### src/rtl/cpu_types_pkg.sv
// Shared pipeline types: stage occupancy states and the stall counter width.
package cpu_types_pkg;

  typedef enum logic [1:0] {
    EMPTY = 2'd0,
    FULL  = 2'd1,
    SKID  = 2'd2
  } pipe_state_t;

  localparam int STALL_CNT_W = 16;

endpackage

### src/rtl/pipe_skid_stage.sv
// Pipeline register stage with optional skid entry, en freeze, flush and stall counter.
// Latency: one cycle from accept to out_data when empty or draining in the same cycle.
// Backpressure: SKID_EN=1 registers in_ready (no out_ready path); SKID_EN=0 passes out_ready through.
module pipe_skid_stage
  import cpu_types_pkg::*;
#(
  parameter int WIDTH   = 32,
  parameter bit SKID_EN = 1'b1
) (
  input  logic                   CLK,
  input  logic                   nRST,
  input  logic                   en,
  input  logic                   flush,
  input  logic                   in_valid,
  input  logic [WIDTH-1:0]       in_data,
  output logic                   in_ready,
  output logic                   out_valid,
  output logic [WIDTH-1:0]       out_data,
  input  logic                   out_ready,
  output logic [1:0]             occupancy,
  output logic [STALL_CNT_W-1:0] stall_cnt
);

  pipe_state_t      state;
  logic [WIDTH-1:0] main_q;
  logic [WIDTH-1:0] skid_q;
  logic             pass;
  logic             in_fire;
  logic             out_fire;

  assign pass      = en & ~flush;
  assign out_valid = pass & (state != EMPTY);
  assign out_data  = main_q;

  // nRST gating keeps in_ready low while the stage is held in reset.
  generate
    if (SKID_EN) begin : g_skid
      assign in_ready = nRST & pass & (state != SKID);
    end else begin : g_single
      assign in_ready = nRST & pass & ((state == EMPTY) | out_ready);
    end
  endgenerate

  assign in_fire  = in_valid & in_ready;
  assign out_fire = out_valid & out_ready;

  always_comb begin
    occupancy = 2'd0;
    case (state)
      FULL:    occupancy = 2'd1;
      SKID:    occupancy = 2'd2;
      default: occupancy = 2'd0;
    endcase
  end

  always_ff @(posedge CLK or negedge nRST) begin
    if (!nRST) begin
      state  <= EMPTY;
      main_q <= '0;
      skid_q <= '0;
    end else if (flush) begin
      state  <= EMPTY;
      main_q <= '0;
      skid_q <= '0;
    end else if (en) begin
      case (state)
        EMPTY: begin
          if (in_fire) begin
            state  <= FULL;
            main_q <= in_data;
          end
        end
        FULL: begin
          if (in_fire && out_fire) begin
            main_q <= in_data;
          end else if (in_fire) begin
            state  <= SKID;
            skid_q <= in_data;
          end else if (out_fire) begin
            state <= EMPTY;
          end
        end
        SKID: begin
          // Older entry sits in main, so promoting skid preserves arrival order.
          if (out_fire) begin
            state  <= FULL;
            main_q <= skid_q;
          end
        end
        default: state <= EMPTY;
      endcase
    end
  end

  always_ff @(posedge CLK or negedge nRST) begin
    if (!nRST) begin
      stall_cnt <= '0;
    end else if (out_valid && !out_ready && (stall_cnt != {STALL_CNT_W{1'b1}})) begin
      stall_cnt <= stall_cnt + STALL_CNT_W'(1);
    end
  end

endmodule

### config.mk
export PLATFORM = sky130hd
export DESIGN_NAME = pipe_skid_stage
export DESIGN_NICKNAME = d
export VERILOG_FILES = /design/src/rtl/cpu_types_pkg.sv /design/src/rtl/pipe_skid_stage.sv
export SDC_FILE = /design/constraint.sdc
export NUM_CORES = 1
export LEC_CHECK = 0
export CAP_MARGIN = 20
export CORE_MARGIN = 10
export CORE_UTILIZATION = 50
export CTS_BUF_LIST = sky130_fd_sc_hd__clkbuf_4
export DETAILED_ROUTE_END_ITERATION = 12
export PLACE_DENSITY_LB_ADDON = 0.1
export SYNTH_ARGS = -nofsm -noshare
export SYNTH_HDL_FRONTEND = slang
export SYNTH_SLANG_ARGS = --single-unit
### constraint.sdc
create_clock -name CLK -period 2.2 [get_ports CLK]
set_input_delay 0.44 -clock CLK [delete_from_list [all_inputs] [get_ports CLK]]
set_output_delay 0.44 -clock CLK [all_outputs]
set_load 0.02 [all_outputs]
==> metrics list <==
* Layout filler cell count: 606
- Number of synthesis warnings: 0
* Latest clock arrival within the worst-skew pair: 0.43 ns
- Actual slew at the worst max-slew pin: between 0.6 and 0.7 ns
* # clock sinks: approximately 80
- The total count of max-transition violations in the final report came to 0.
* Worst reg-to-reg path cell count: 5
* Worst Clk Skew: 0.01542 ns
* Mapped Cells: 410
* Portion of the post-synthesis area used by sequential elements: 53.98%
- Power spread over the standard cell area amounts to approximately 580 nW/µm².
- The startpoint identified for the worst register-to-register timing path is stall_cnt[7]$_DFFE_PN0P_.
- The number of global-route vias before repair came to ~3,400.
* Reg clk slew, reported paths: 0.13 ns
- FMAX: 493.0 MHz
- Measured against its own limit, the worst slew margin works out to slightly below 60%.
* Count of final hold-check violations: 0
- Hold WS: a little under 0.1 ns
* Maximum clock insertion buffer count: 2
- Design Power: roughly 2.9 mW
- Worst voltage drop across the vdd grid: 0.0003495 V
* Sequential group share of total power: 54.6%
- TritonCTS built the clock tree.
- RSZ-0062 raised after global routing: false
* Number of buffers and inverters on the critical path: 3
* Overall routed net length: slightly below 10 mm
- In the synthesized netlist the dominant register cell turns out to be sky130_fd_sc_hd__dfrtp_1.
* # diodes: 0
* Power share of the combinational group: 15.7%
- Result of the run: finished, final reports clean
- MaxCap Viol Count: 0
* Post-synth EDFFs: 0
- Area growth from synthesis to layout: 31.96%
- For this run, asynchronously set or reset flops after synthesis account for 100.0%.
- Worst path cell trace: clkdlybuf4s50_1 > nand2b_1 > buf_4 > nor2_1 > dlygate4sd2_1
- Post-Synthesis Mean Instance Area: 9.271 µm²
- The most critical setup path has its startpoint at en.
- Per-cell routed wire length: 15.81 µm
* Antenna violations before repair: 0
- The clock tree synthesis step divided the H-tree into 3 levels.
- Entering global routing, the biggest net connects 56 pins.
- Critical path type: in2out
* Multi-input gate area in the final layout: 1619 µm²
* First-pass GRT wire length: 16.57 mm
- Drt first pass iters: 4
- Post-DP HPWL: 6.674 mm
* Post-Layout Cell Count: 608
- The internal portion of the total power is 2.138 mW.
* Final setup violation count: 0
* Floorplan die height: 107.2 µm
- Cell total after placement: 592
* Path type of the worst min-delay path: in2async
* Buffers inserted during post-CTS setup optimization: 0
- For this configuration, the core starts out at a cell density of between 50% and 60%.
- Standard cell with the maximum stage delay on the critical path: sky130_fd_sc_hd__clkdlybuf4s50_1
* Share of cells above drive strength 1: 10.22%
- Fraction of power spent switching nets: 27.07%
- The final critical path takes up between 90% and 100% of the cycle.
- Final layout net count: ~540
- Cell at the root of the clock tree: sky130_fd_sc_hd__clkbuf_4
- In this run, the clock network consumes 29.7% of the power.
* Core region area: 7331 µm²
- Buffers inserted during clock tree synthesis total 9.
- Once detail routing completed, the nets flagged for antenna violations numbered 0.
- In this run the horizontal extent of the chip is around 110 µm.
- In the routed design, unresolved DRC markers number 0.
* Register bit total from synthesis: 82
* Critical path depth in cells: 5
* Net Switching: 0.7934 mW
* DRT iter0 DRCs: 144
- Count of vias placed by the detailed router: about 3,200
* Kind of cell adding the most delay to the critical path: buffers and inverters
- Maximum fanout along the worst path: 3
- The worst setup path is captured at an output pin.
- 90 I/O pins were placed.
* Count of hold-fix buffers inserted at cts: 0
- The clock period could shrink to 2.028 ns.
- The number of nets handed over by synthesis was about 450.
* Die ar.: 11,490 µm²
- The worst setup path is launched from a primary input.
- R2R Setup Slk: about 0.27 ns
- At the end of routability-driven placement, the weighted congestion stood at 0.7628.
- Detailed-route vias per instance: 5.336
* Row Count: 31
* Longest individual stage delay on the worst path: 0.48 ns
* Number of distinct library cells after synthesis: 39
- Aggregate global routing overflow: 0
- Number of buffers added on ports: 89
- Global routing consumed, over all layers together, 17.52% of the routing resources.
- Arrival time worst endpoint: ~1.6 ns
- Worst Path Required: between 1.5 and 2 ns
- Sequential cell area in the final layout: 2052 µm²
- Area of the mapped netlist: 3801 µm²
- Leakage power total: approximately 2.3 nW
[cell families after synthesis]
kind of cell | Yosys count | share of synthesized area [%]
AND/OR/NAND/NOR | 224 | 26.53
flip-flops | 82 | 53.98
buffers and inverters | 30 | 3.456
multiplexers | 2 | 0.6911
adder cells (fa/ha/maj) | 1 | 0.3291
XOR/XNOR | 15 | 3.456
AO/OA/AOI/OAI | 56 | 11.55
[cell usage in the layout (no fill, tap or decap), types with 2 or more instances in the layout]
| cell | count |
|---|---|
| sky130_fd_sc_hd__a21oi_1 | 19 |
| sky130_fd_sc_hd__a311oi_1 | 32 |
| sky130_fd_sc_hd__and3_1 | 3 |
| sky130_fd_sc_hd__buf_12 | 3 |
| sky130_fd_sc_hd__buf_4 | 20 |
| sky130_fd_sc_hd__clkbuf_4 | 10 |
| sky130_fd_sc_hd__clkdlybuf4s50_1 | 83 |
| sky130_fd_sc_hd__clkinv_1 | 2 |
| sky130_fd_sc_hd__clkinv_2 | 3 |
| sky130_fd_sc_hd__dfrtp_1 | 82 |
| sky130_fd_sc_hd__dlygate4sd2_1 | 2 |
| sky130_fd_sc_hd__nand2_1 | 142 |
| sky130_fd_sc_hd__nand2b_1 | 3 |
| sky130_fd_sc_hd__nand3b_1 | 16 |
| sky130_fd_sc_hd__nand4_1 | 3 |
| sky130_fd_sc_hd__nand4_2 | 2 |
| sky130_fd_sc_hd__nor2_1 | 39 |
| sky130_fd_sc_hd__nor3_1 | 2 |
| sky130_fd_sc_hd__nor3b_1 | 2 |
| sky130_fd_sc_hd__nor4_1 | 2 |
| sky130_fd_sc_hd__or3_1 | 2 |
| sky130_fd_sc_hd__xnor2_1 | 7 |
| sky130_fd_sc_hd__xor2_1 | 8 |
[final timing paths]
kind,to
min,stall_cnt[2]$_DFFE_PN0P_
max,out_valid
min in group CLK,out_data[19]$_DFFE_PN0P_
min reg2reg,skid_q[25]$_DFFE_PN0P_
max in group asynchronous,skid_q[10]$_DFFE_PN0P_
max reg2reg,stall_cnt[13]$_DFFE_PN0P_
[sequential cells by signal (all words and copies together), names as in the netlist]
register	count
out_data	32
skid_q	32
stall_cnt	16
state	2
[layout make-up]
class | instances | share of cell area [%]
multi-input combinational | 298 | 32.28
clock inverter | 6 | 1.147
timing repair buffer | 111 | 21.55
tap | 99 | 2.469
clock buffer | 10 | 1.497
inverter | 2 | 0.1497
sequential | 82 | 40.91
[metal layers]
layer	global-route usage [%]	vias to the layer above	share of wire, %
li1	-	1577	-
met1	22.39	1585	44
met2	28.01	72	49
met3	5.150	10	6.2
met4	5.319	0	1.1
met5	0	-	0
[stage by stage]
stage / util [%] / setup WS, ns / instance area, µm² / setup TNS, ns
after floorplan: - / 0.004817 / 3801 / 0
after global placement: 66.68 / -0.1977 / 4888 / -0.3824
after detailed placement: 66.68 / -0.1951 / 4888 / -0.5671
after CTS: 68.44 / 0.002686 / 5017 / 0
after global routing: 68.42 / 0.07312 / 5016 / 0
final: 68.42 / 0.1718 / 5016 / 0
[synth_stat cells, drive strengths merged, types with 2 or more instances]
master,count,share of area (%)
dfrtp,82,54
a311oi,32,7.4
a21oi,19,2.5
and3,3,0.49
nor2,40,4.0
nor4,3,0.66
nand4,5,1.2
nor3b,2,0.39
nand2b,3,0.49
xnor2,7,1.6
buf,12,1.6
nor3,3,0.53
clkbuf,16,1.6
o21a,2,0.59
nand2,142,14
xor2,8,1.8
nand3b,17,3.7
or3,2,0.33
mux2,2,0.69
[power groups by stage]
stage                     logic (mW)  registers [mW]  clock network (mW)
final                          0.461            1.60               0.870
after global routing           0.504            1.61               0.954
after CTS                      0.471            1.60               0.896
after detailed placement       0.472            1.63                   0
after global placement         0.462            1.63                   0
after floorplan                0.137            1.69                   0
[timing repair]
action / in CTS / in global routing
cloned: 0 / 0
endpoints found under the setup margin: 3 / 2
resized for setup: 3 / 4
[worst register-to-register path: stages, from the launching register on]
cell,delay [ns]
sky130_fd_sc_hd__dfrtp_1,0.49
sky130_fd_sc_hd__nand4_2,0.21
sky130_fd_sc_hd__or3_1,0.46
sky130_fd_sc_hd__o311ai_4,0.39
sky130_fd_sc_hd__nor3_1,0.11
sky130_fd_sc_hd__xor2_1,0.15
Power figures use the tool's default switching activity.
